File: src/rtl/color_match.sv
// rtl/color_match.sv - HSV colour-window matcher with per-frame match count and bounding box.
module color_match #(
    parameter int FRAME_WIDTH  = 640,
    parameter int FRAME_HEIGHT = 480
) (
    input  logic        i_clk,
    input  logic        i_rst,
    input  logic [15:0] i_hue,
    input  logic [15:0] i_sat,
    input  logic [15:0] i_value,
    input  logic        i_valid,
    input  logic        i_sof,
    input  logic [15:0] i_hue_lo,
    input  logic [15:0] i_hue_hi,
    input  logic [15:0] i_sat_min,
    input  logic [15:0] i_val_min,
    output logic        o_mask,
    output logic        o_valid,
    output logic        o_frame_done,
    output logic [19:0] o_count,
    output logic [10:0] o_xmin,
    output logic [10:0] o_xmax,
    output logic [10:0] o_ymin,
    output logic [10:0] o_ymax,
    output logic        o_found
);
    localparam logic [10:0] X_LAST = 11'(FRAME_WIDTH - 1);
    localparam logic [10:0] Y_LAST = 11'(FRAME_HEIGHT - 1);

    typedef enum logic [1:0] {IDLE, ACTIVE, DONE} state_t;

    logic [15:0] sh_hue_lo, sh_hue_hi, sh_sat_min, sh_val_min;
    logic        armed;
    logic        take;
    logic [15:0] hue_lo, hue_hi, sat_min, val_min;
    logic        hue_ok, match_c;
    logic        s1_valid, s1_match, s1_sof, s2_sof;

    // The sof pixel itself must see the new thresholds, so bypass the shadow on that cycle.
    assign take    = i_valid & i_sof;
    assign hue_lo  = take ? i_hue_lo  : sh_hue_lo;
    assign hue_hi  = take ? i_hue_hi  : sh_hue_hi;
    assign sat_min = take ? i_sat_min : sh_sat_min;
    assign val_min = take ? i_val_min : sh_val_min;
    assign hue_ok  = (hue_lo <= hue_hi) ? ((i_hue >= hue_lo) && (i_hue <= hue_hi))
                                        : ((i_hue >= hue_lo) || (i_hue <= hue_hi));
    assign match_c = (armed | take) & hue_ok & (i_sat >= sat_min) & (i_value >= val_min);

    always_ff @(posedge i_clk) begin
        if (i_rst) begin
            armed      <= 1'b0;
            sh_hue_lo  <= '0;
            sh_hue_hi  <= '0;
            sh_sat_min <= '0;
            sh_val_min <= '0;
            s1_valid   <= 1'b0;
            s1_match   <= 1'b0;
            s1_sof     <= 1'b0;
            o_valid    <= 1'b0;
            o_mask     <= 1'b0;
            s2_sof     <= 1'b0;
        end else begin
            if (take) begin
                armed      <= 1'b1;
                sh_hue_lo  <= i_hue_lo;
                sh_hue_hi  <= i_hue_hi;
                sh_sat_min <= i_sat_min;
                sh_val_min <= i_val_min;
            end
            s1_valid <= i_valid;
            s1_match <= i_valid & match_c;
            s1_sof   <= take;
            o_valid  <= s1_valid;
            o_mask   <= s1_match;
            s2_sof   <= s1_sof;
        end
    end

    state_t      state, state_n;
    logic [10:0] x, y, x_n, y_n;
    logic [19:0] cnt, cnt_n;
    logic [10:0] bx0, bx1, by0, by1, bx0_n, bx1_n, by0_n, by1_n;
    logic        any, any_n;
    logic        publish;
    logic        start, in_frame, last;
    logic [10:0] px, py;

    // Statistics follow the stage-2 pixel stream so they line up with o_valid/o_mask.
    assign start    = o_valid & s2_sof;
    assign in_frame = start | (state == ACTIVE);
    assign px       = start ? 11'd0 : x;
    assign py       = start ? 11'd0 : y;
    assign last     = (px == X_LAST) && (py == Y_LAST);

    always_comb begin
        state_n = state;
        x_n     = x;
        y_n     = y;
        cnt_n   = cnt;
        bx0_n   = bx0;
        bx1_n   = bx1;
        by0_n   = by0;
        by1_n   = by1;
        any_n   = any;
        publish = 1'b0;
        if (state == DONE) state_n = IDLE;
        if (o_valid && in_frame) begin
            if (start) begin
                cnt_n = '0;
                bx0_n = '0;
                bx1_n = '0;
                by0_n = '0;
                by1_n = '0;
                any_n = 1'b0;
            end
            if (o_mask) begin
                if (cnt_n != '1) cnt_n = cnt_n + 20'd1;
                if (!any_n || px < bx0_n) bx0_n = px;
                if (!any_n || px > bx1_n) bx1_n = px;
                if (!any_n || py < by0_n) by0_n = py;
                if (!any_n || py > by1_n) by1_n = py;
                any_n = 1'b1;
            end
            if (last) begin
                state_n = DONE;
                publish = 1'b1;
            end else begin
                state_n = ACTIVE;
                if (px == X_LAST) begin
                    x_n = '0;
                    y_n = py + 11'd1;
                end else begin
                    x_n = px + 11'd1;
                    y_n = py;
                end
            end
        end
    end

    always_ff @(posedge i_clk) begin
        if (i_rst) begin
            state   <= IDLE;
            x       <= '0;
            y       <= '0;
            cnt     <= '0;
            bx0     <= '0;
            bx1     <= '0;
            by0     <= '0;
            by1     <= '0;
            any     <= 1'b0;
            o_count <= '0;
            o_xmin  <= '0;
            o_xmax  <= '0;
            o_ymin  <= '0;
            o_ymax  <= '0;
            o_found <= 1'b0;
        end else begin
            state <= state_n;
            x     <= x_n;
            y     <= y_n;
            cnt   <= cnt_n;
            bx0   <= bx0_n;
            bx1   <= bx1_n;
            by0   <= by0_n;
            by1   <= by1_n;
            any   <= any_n;
            if (publish) begin
                o_count <= cnt_n;
                o_xmin  <= bx0_n;
                o_xmax  <= bx1_n;
                o_ymin  <= by0_n;
                o_ymax  <= by1_n;
                o_found <= any_n;
            end
        end
    end

    assign o_frame_done = (state == DONE);
endmodule
File: config.mk
export PLATFORM = sky130hd
export DESIGN_NAME = color_match
export DESIGN_NICKNAME = d
export VERILOG_FILES = /design/src/rtl/color_match.sv
export SDC_FILE = /design/constraint.sdc
export NUM_CORES = 1
export LEC_CHECK = 0
export BUFFER_PORTS_ARGS = -buffer_cell sky130_fd_sc_hd__buf_2
export CAP_MARGIN = 20
export CORE_ASPECT_RATIO = 1.1
export CORE_MARGIN = 2
export CORE_UTILIZATION = 35
export DETAILED_ROUTE_END_ITERATION = 10
export GPL_TIMING_DRIVEN = 0
export HOLD_SLACK_MARGIN = 0.15
export PLACE_DENSITY = 0.52
export SYNTH_ARGS = -nofsm -noshare
export SYNTH_HDL_FRONTEND = slang
export SYNTH_SLANG_ARGS = --single-unit
export TNS_END_PERCENT = 20
File: constraint.sdc
create_clock -name i_clk -period 8.15 [get_ports i_clk]
set_input_delay 1.63 -clock i_clk [delete_from_list [all_inputs] [get_ports i_clk]]
set_output_delay 1.63 -clock i_clk [all_outputs]
set_load 0.05 [all_outputs]
==> run summary <==
Yosys cell types: 73
Maximum vdd ir drop: 143.4 µV
Most common flop cell mapped by yosys: dfxtp_1
Quantity of hold-fixing buffers added after cts: 0
Post-Layout Cell Count: 2088
Global routing met1 resource utilization: 27.29%
Fin crit share: 73.30%
Critical path fanouts, max: 10
# rows: 71
Achievable frequency: 0.1674 GHz
Wirelength per Cell: 19.24 µm
Area Overhead vs Synth: 19.79%
Core Area: 34200 µm²
Power Dens Cells: 182.3 nW/µm²
Post-placement cell count: 2037
EDFF count, synth: 0
RD Place Congestion: 0.8997
Initial core utilization: 35.46%
Number of DRC violations after detailed-routing iteration 0: 769
GR Layer Usage met2: 37.18%
Post-DP HPWL: 30780 µm
Unrepaired setup endpoints after global routing: false
Total wirelength of the detailed-routed design: 40180 µm
Required time of the worst setup path: 8.56 ns
GRT Util Overall: 21.99%
Hold Violations, Final: 0
Overflow left after global routing: 0
Number of antenna violations at the first check in global routing: 7
Category of the worst setup path launch point: register
Detailed Routing Iterations Pass 1: 7
Synthesized flop and latch total: 225
CTS clk-pin slew, worst paths: 0.06 ns
Via-per-instance ratio: 5.352
Power after layout: 2.648 mW
Buffers inserted during post-CTS setup optimization: 0
Syn_nets: 1653
Pre-CTS setup slack: 2.299 ns
Cell count after synthesis: 1418
Warning count from the yosys run: 0
Most common library cell in the layout ignoring fill and taps: dfxtp_1
Skew-Pair Late Insertion Delay: 0.55 ns
Area occupied by registers: 4504 µm²
Async set or reset register ratio after synthesis: 0%
Worst Hold Class: reg2reg
Mean area per synthesized cell: 8.553 µm²
Highest-count cells in the layout ignoring fill and taps: 225 x dfxtp_1, 188 x buf_2, 184 x nor2_1
Layout cell share with drive strength beyond 1: 16.32%
Total Neg Setup Slack: 0 ns
Slew at the pin closest to its max-slew limit: 1.235 ns
Leakage: 6.389 nW
Number of buffers added on ports: 181
Pin count of the biggest net entering global routing: 13
Met3 Use GR: 5.249%
Post-CTS resize count: 0
Via count of the first global-routing pass: 10830
Arrival time at the worst endpoint: 6.38 ns
Time the final worst path needs with I/O delays and setup: 5.974 ns
Share of synthesized area occupied by flip-flops and latches: 37.14%
Worst-case clock skew: 0.006973 ns
Die height: 199.2 µm
Count of max-cap constraint violations: 0
DRC violation count after routing: 0
Setup violations, final: 0
I/O pin count: 184
Post-DRT Antenna Nets: 0
Global-route wire length before repair: 61780 µm
Run status: finished clean
Chip width: 181.5 µm
Number of H-tree levels: 1
Classification of the worst setup path: reg2reg
Relative max-transition margin: 16.93%
Final setup margin: 2.176 ns
Number of buffers inserted during clock tree synthesis: 27
Cell at the root of the clock tree: clkbuf_16
Number of filler cells placed in the layout: 3461
Critical Path End Type: register
Number of vias in the routed layout: 11180
Area of the mapped netlist: 12130 µm²
CTS tree: done
Clock Sink Count: 225
Area occupied by multi-input gates: 7099 µm²
Final-stage net count: 1863
Area enclosed by the die boundary: 36160 µm²
Most utilized layer in the global route result: met2
Max-slew violation count: 0
Maximum count of clock buffers along a single path: 3
[flip-flops by register name, summed over array words and instances, names as in the netlist, 16 cells and up]
signal / cells
sh_sat_min: 16
sh_val_min: 16
o_count: 20
cnt: 20
sh_hue_lo: 16
sh_hue_hi: 16
[critical path, stage by stage, from the launching register on]
cell	delay (ns)
dfxtp_1	0.42
buf_6	0.22
nand2_2	0.12
clkbuf_1	0.47
clkbuf_1	0.60
clkbuf_1	0.60
clkbuf_1	0.54
buf_1	0.56
nand2_1	0.13
ha_1	0.30
o31a_1	0.11
o21ai_0	0.09
a2111oi_2	0.59
or3_1	0.19
clkbuf_1	0.40
mux2i_1	0.35
o21ai_0	0.11
[path summary, 6_finish.rpt]
check	from	end	slack, ns	cells after the start
worst max-delay path	o_valid	o_xmin[1]	2.18	16
worst min-delay path	o_ymax[9]	o_ymax[9]	0.43	2
worst max register to register	o_valid	o_xmin[1]	2.18	16
worst min register to register	o_ymax[9]	o_ymax[9]	0.43	2
[power by group]
part	switching [mW]	total, mW	internal [mW]	leakage (nW)
registers	0.00746	1.13	1.12	1.82
clock network	0.491	1.28	0.786	0.468
logic	0.144	0.246	0.102	4.10
[final cells by class]
class	instances	share of cell area [%]
Inverter	36	0.9302
Clock inverter	13	1.180
Tap cell	438	3.772
Timing Repair Buffer	181	6.235
Sequential cell	225	31.01
Clock buffer	36	5.297
Buffer	80	2.678
Antenna cell	2	0.03445
Multi-Input combinational cell	1077	48.87
[synthesized netlist by cell type, types with 7 or more instances]
| library cell | instances | area (µm²) |
|---|---|---|
| a211oi_1 | 24 | 180.2 |
| a21o_1 | 25 | 187.7 |
| a21oi_1 | 76 | 380.4 |
| a22o_1 | 10 | 87.58 |
| a22oi_1 | 17 | 127.6 |
| a311oi_1 | 10 | 87.58 |
| a31oi_1 | 13 | 81.33 |
| a32oi_1 | 8 | 70.07 |
| and2_1 | 18 | 112.6 |
| and3_1 | 12 | 75.07 |
| buf_2 | 7 | 35.03 |
| clkbuf_1 | 58 | 217.7 |
| dfxtp_1 | 225 | 4504 |
| ha_1 | 119 | 1489 |
| inv_1 | 36 | 135.1 |
| mux2i_1 | 74 | 740.7 |
| nand2_1 | 155 | 581.8 |
| nand2b_1 | 10 | 62.56 |
| nand3_1 | 49 | 245.2 |
| nand4_1 | 28 | 175.2 |
| nor2_1 | 184 | 690.7 |
| nor2b_1 | 10 | 62.56 |
| nor3_1 | 29 | 145.1 |
| o21a_1 | 9 | 67.56 |
| o21ai_0 | 62 | 310.3 |
| o31ai_1 | 10 | 75.07 |
| xnor2_1 | 12 | 105.1 |
| xor2_1 | 15 | 131.4 |
[per-stage QoR]
step           instance area, µm²  hold slack (ns)  utilization (%)
6_report                    14530           0.4308            42.48
3_3_place_gp                13580           0.4158            39.71
2_1_floorplan               12130           0.4138                -
4_1_cts                     14520           0.4348            42.46
5_1_grt                     14520           0.4526            42.46
3_5_place_dp                13580           0.4231            39.71
[per-layer routing]
layer,part of all wire (%),vias to the layer above
met4,3.3,8
met5,0.15,-
met1,44,5193
met2,45,371
li1,-,5524
met3,7.2,79
[cells by family (layout without fill, tap and decap cells)]
family	count (synthesis)	count (layout)	synth area share (%)
AO/OA/AOI/OAI	317	317	17.48
XOR/XNOR	27	27	1.950
adder cells (fa/ha/maj)	120	120	12.36
buffers and inverters	116	346	4.323
flip-flops	225	225	37.14
multiplexers	77	77	6.386
other	0	2	0
AND/OR/NAND/NOR	536	536	20.37
No activity file was read; power rests on OpenSTA's default activity.
